===== src/rtl/serial_pkg.sv =====
// serial_pkg
// Shared definitions for the serial line transmitter and the detector /
// receiver FSMs that sample the same line.
//   - Frame FSM state encodings (3-bit): IDLE, START, DATA, PARITY, STOP
//   - IDLE_LEVEL: level of the line between frames
//   - calc_parity(): parity bit of a word (up to 16 bits)
package serial_pkg;

  localparam logic [2:0] IDLE   = 3'd0;
  localparam logic [2:0] START  = 3'd1;
  localparam logic [2:0] DATA   = 3'd2;
  localparam logic [2:0] PARITY = 3'd3;
  localparam logic [2:0] STOP   = 3'd4;

  localparam logic IDLE_LEVEL = 1'b1;

  // Callers zero-extend narrower words. Extra zero bits do not change the XOR.
  function automatic logic calc_parity(input logic [15:0] word, input logic odd);
    return (^word) ^ odd;
  endfunction

endpackage


===== src/rtl/serial_frame_tx_bit_timer.sv =====
// bit_timer
// Counts clocks within one bit period. It pulses bit_end on the last clock
// of the period and then wraps to zero.
// Ports:
//   clk     in   clock, rising edge
//   reset_n in   asynchronous active-low reset
//   clear   in   force the count to zero (held while the transmitter idles)
//   enable  in   advance the count
//   bit_end out  high during the final clock of a bit period
module bit_timer #(
  parameter int CLKS_PER_BIT = 16
) (
  input  logic clk,
  input  logic reset_n,
  input  logic clear,
  input  logic enable,
  output logic bit_end
);

  localparam int CW = $clog2(CLKS_PER_BIT);
  localparam logic [CW-1:0] LAST = CW'(CLKS_PER_BIT - 1);

  logic [CW-1:0] count;

  always_ff @(posedge clk or negedge reset_n) begin
    if (!reset_n) begin
      count <= '0;
    end else if (clear) begin
      count <= '0;
    end else if (enable) begin
      count <= (count == LAST) ? '0 : count + CW'(1);
    end
  end

  // The pulse is combinational from the registered count. The FSM therefore
  // sees it on the same edge at which the count wraps, so every period is
  // exactly CLKS_PER_BIT clocks long.
  assign bit_end = enable && !clear && (count == LAST);

endmodule


===== src/rtl/serial_frame_tx.sv =====
// serial_frame_tx
// Accepts a parallel word through a valid/ready handshake and sends it as a
// frame: start bit (0), DATA_W data bits LSB first, an optional parity bit,
// and a stop bit (1). Each bit lasts CLKS_PER_BIT clocks.
// Ports:
//   clk       in   clock, rising edge
//   reset_n   in   asynchronous active-low reset
//   tx_valid  in   tx_data holds a word to send
//   tx_data   in   word to send (DATA_W bits)
//   tx_ready  out  idle and able to accept a word
//   tx_serial out  registered serial line (idles high)
//   tx_busy   out  frame in progress
//   tx_done   out  one-clock pulse when a frame completes
module serial_frame_tx
  import serial_pkg::*;
#(
  parameter int DATA_W       = 8,
  parameter int CLKS_PER_BIT = 16,
  parameter int PARITY_EN    = 0,
  parameter int PARITY_ODD   = 0
) (
  input  logic              clk,
  input  logic              reset_n,
  input  logic              tx_valid,
  input  logic [DATA_W-1:0] tx_data,
  output logic              tx_ready,
  output logic              tx_serial,
  output logic              tx_busy,
  output logic              tx_done
);

  localparam int BW = $clog2(DATA_W + 1);
  localparam logic [BW-1:0] LAST_BIT = BW'(DATA_W - 1);

  logic [2:0]        state;
  logic [DATA_W-1:0] shift_reg;
  logic [BW-1:0]     bit_count;
  logic              parity_bit;
  logic              bit_end;

  // While idle, the timer is held at zero. The accepting edge therefore
  // starts the start bit with a fresh count. Every other state change
  // happens on bit_end, when the count wraps to zero by itself.
  bit_timer #(
    .CLKS_PER_BIT(CLKS_PER_BIT)
  ) u_bit_timer (
    .clk    (clk),
    .reset_n(reset_n),
    .clear  (state == IDLE),
    .enable (state != IDLE),
    .bit_end(bit_end)
  );

  always_ff @(posedge clk or negedge reset_n) begin
    if (!reset_n) begin
      state      <= IDLE;
      shift_reg  <= '0;
      bit_count  <= '0;
      parity_bit <= 1'b0;
      tx_serial  <= IDLE_LEVEL;
      tx_done    <= 1'b0;
    end else begin
      tx_done <= 1'b0;
      case (state)
        IDLE: begin
          if (tx_valid) begin
            shift_reg  <= tx_data;
            parity_bit <= calc_parity(16'(tx_data), PARITY_ODD != 0);
            bit_count  <= '0;
            tx_serial  <= 1'b0;
            state      <= START;
          end
        end
        START: begin
          // Present bit 0 and shift, so shift_reg[0] always holds the next bit.
          if (bit_end) begin
            tx_serial <= shift_reg[0];
            shift_reg <= shift_reg >> 1;
            bit_count <= '0;
            state     <= DATA;
          end
        end
        DATA: begin
          if (bit_end) begin
            if (bit_count == LAST_BIT) begin
              bit_count <= '0;
              if (PARITY_EN != 0) begin
                tx_serial <= parity_bit;
                state     <= PARITY;
              end else begin
                tx_serial <= IDLE_LEVEL;
                state     <= STOP;
              end
            end else begin
              bit_count <= bit_count + BW'(1);
              tx_serial <= shift_reg[0];
              shift_reg <= shift_reg >> 1;
            end
          end
        end
        PARITY: begin
          if (bit_end) begin
            tx_serial <= IDLE_LEVEL;
            state     <= STOP;
          end
        end
        STOP: begin
          if (bit_end) begin
            tx_done <= 1'b1;
            state   <= IDLE;
          end
        end
        default: begin
          tx_serial <= IDLE_LEVEL;
          state     <= IDLE;
        end
      endcase
    end
  end

  // ready follows the state register directly, so an asynchronous reset
  // raises it immediately.
  assign tx_ready = (state == IDLE);
  assign tx_busy  = !tx_ready;

endmodule

===== config.mk =====
export PLATFORM = sky130hd
export DESIGN_NAME = serial_frame_tx
export DESIGN_NICKNAME = d
export VERILOG_FILES = /design/src/rtl/serial_pkg.sv /design/src/rtl/serial_frame_tx_bit_timer.sv /design/src/rtl/serial_frame_tx.sv
export SDC_FILE = /design/constraint.sdc
export NUM_CORES = 1
export LEC_CHECK = 0
export ABC_AREA = 1
export CAP_MARGIN = 20
export CORE_MARGIN = 8
export CORE_UTILIZATION = 58
export CTS_BUF_LIST = sky130_fd_sc_hd__clkbuf_16
export CTS_CLUSTER_DIAMETER = 100
export DETAILED_ROUTE_END_ITERATION = 7
export PLACE_DENSITY_LB_ADDON = 0.25
export SLEW_MARGIN = 40
export SYNTH_ARGS = -nofsm -noshare
export SYNTH_HDL_FRONTEND = slang
export SYNTH_SLANG_ARGS = --single-unit

===== constraint.sdc =====
create_clock -name clk -period 2.9 [get_ports clk]
set_clock_uncertainty 0.1 [all_clocks]
set_input_delay 0.58 -clock clk [delete_from_list [all_inputs] [get_ports clk]]
set_output_delay 0.58 -clock clk [all_outputs]
set_load 0.01 [all_outputs]

==> impl_metrics.csv <==
group,metric,value,unit
run_status,status,"finished, final reports clean",
synthesis,synthArstFlopShare,100,%
layout,fin_cells,203,
synthesis,ys.flop_type,"dfrtp_1",
grt,grt_max_degree,22,
worst_hold_path,worstHoldPathType,"flip-flop to flip-flop",
clock_network,hold_buffers,0,
timing,finalSetupViolCount,0,
worst_setup_path,timing.rr.start,"state[0]",
layout,drive_gt1_share,14.2,%
placement,routabilityCongestion,0.833,
grt,overflow,0,
worst_hold_path,worstHoldEndpoint,"shift_reg[0]",
synthesis,synth_area,1250,sq um
drt,drc,0,
clock_network,cts_resized,0,
timing,slew_violations,0,
synthesis,syn-num-nets,173,
synthesis,synthCells,160,
worst_hold_path,worstHoldStart,"shift_reg[0]",
synthesis,synth_most_common_cell,"nand2_1",
placement,dp.cells,199,
synthesis,ys_seq_area_share,42.2,%
layout,diodes,0,
layout,ff_latch_area,527,sq um
synthesis,synth_area_leaders,"dfrtp_1, nand2_1, nand3_1, nor2_1, inv_1",
die,die_area,3890,sq um
synthesis,synth_area_leader_cell,"dfrtp_1",
drt,drt-initial-drc-count,52,
pwr,powerDensity,884,nW/um^2
clock_network,cts_root_buf,"clkbuf_16",
synthesis,yosysTopAreaCellShare,40.1,%
clock_network,cts_made_buffers,3,
layout,filler_cell_count,158,
worst_setup_path,cp.required,2220,ps
drt,num_vias,1065,
timing,finalHoldViolCount,0,
pwr,vdd_drop_max,0.000600,V
timing,tightest_slew,330,ps
worst_setup_path,cp-end-kind,"output pin",
synthesis,synth_edf_count,0,
timing,period_needed,2440,ps
die,design.core.area,2000,sq um
worst_hold_path,hold_depth,2,
clock_network,htree_levels,1,
job,max_cap_viol_count,0,
grt,grt_pass1_wl,4700,um
drt,drt-pass1-iter-count,4,
timing,timing.fmax,409,MHz
placement,dpl.hpwl,1880,um
placement,place.port_buffers,14,
clock_network,clk_latency,250,ps
clock_network,cts_tree,"built",
grt,antenna_found_initial,0,
worst_setup_path,crit_path_start_kind,"flip-flop",
synthesis,synth_commonest_cells,"nand2_1, nand3_1, dfrtp_1",
layout,largest_reg_flops,8,
timing,period_share,84.2,%
synthesis,yosysWarningCount,0,
worst_setup_path,critPathMaxFanout,6,
layout,area_delta_synth_final,18.5,%
drt,ant_nets,0,
worst_setup_path,crit_arrival,1760,ps
worst_setup_path,r2r_slack,1140,ps
layout,nNetsFinal,190,
drt,wirelength,2630,um
die,die_y,62.4,um
clock_network,cts_buffer_depth,2,
worst_setup_path,r2r.worst_path.cells,6,
worst_setup_path,reg2reg_to,"shift_reg[4]",
drt,drt-wirelength-per-cell,13.0,um
die,io_pins,15,
clock_network,clk_pin_slew,60,ps
die,die_x,62.4,um
pwr,total_power,1.31,mW
grt,track_usage,14.5,%
synthesis,ys_ff_latch,21,
pwr,p_leak,0.781,nW
timing,setup_tns,0,ps
worst_setup_path,path_class,"flip-flop to output pin",
timing,slew_headroom,78.0,%
layout,multi_input_area,638,sq um
die,num_rows,16,
drt,avgViaCountPerCell,5.25,
synthesis,syn_area_per_cell,7.80,sq um
grt,first_global_vias,1015,
synthesis,ys_types,23,
clock_network,cts_sinks,21,
layout,final_util,73.8,%
clock_network,cts_setup_buffers,0,
timing,rsz0062_at_grt,"false",
die,initial_core_util,62.3,%
==> critical path, cell delays in order, from the launching register on <==
cell and delay, ps:
dfrtp_1 460, nor2_2 220, nand2_1 160, inv_1 130, clkdlybuf4s50_1 540
==> kinds of logic after synthesis <==
family          count (synthesis)  share of synthesized area [%]
flops                          21                           42.2
buf+inv                        17                           6.62
fa+ha+maj                       2                           2.01
compound gates                  8                           3.51
simple gates                  110                           44.2
xor+xnor                        2                           1.40
==> worst max path at each step <==
stage,start,end,slack [ps],cells past startpoint
detailed placement,state[1],tx_ready,740,4
global placement,state[1],tx_ready,780,4
CTS,state[1],tx_ready,450,4
global route,state[1],tx_ready,350,4
floorplan,state[1],tx_ready,1260,3
finish,state[1],tx_ready,460,4
==> cell type report <==
type                            instances  area share [%]
Clock buffer                            3            5.08
Clock inverter                          1           0.254
Inverter                               14            3.56
Multi-Input combinational cell        122            43.2
Sequential cell                        21            35.6
Tap cell                               27            2.29
Timing Repair Buffer                   15            9.99
==> stage by stage <==
stage	hold slack, ps	area, sq um	setup slack, ps
final	372	1480	457
after global routing	391	1480	347
after CTS	372	1480	451
after detailed placement	359	1400	735
after global placement	347	1400	776
after floorplan	184	1250	1260
==> metal layers <==
metal	share of wire, %	GRT usage (%)	up-vias
li1	-	-	542
met1	47	18.3	491
met2	47	23.0	26
met3	5.1	3.58	6
met4	1.4	5.98	0
met5	0	0	-
==> layout by cell type, fill, tap and decap left out, types with 3 or more instances in the layout <==
master,count
a21oi_1,3
clkbuf_16,3
clkdlybuf4s50_1,14
dfrtp_1,20
inv_1,14
nand2_1,53
nand2_4,3
nand3_1,23
nand3_2,3
nor2_1,15
nor2_2,6
o21ai_0,3
==> where the power goes <==
group	total, mW	internal [mW]	switching [mW]	leakage (nW)
logic	0.519	0.194	0.324	0.473
registers	0.504	0.409	0.0943	0.267
clock network	0.284	0.184	0.101	0.0423
Note: power is estimated with default switching activity, not from simulation.
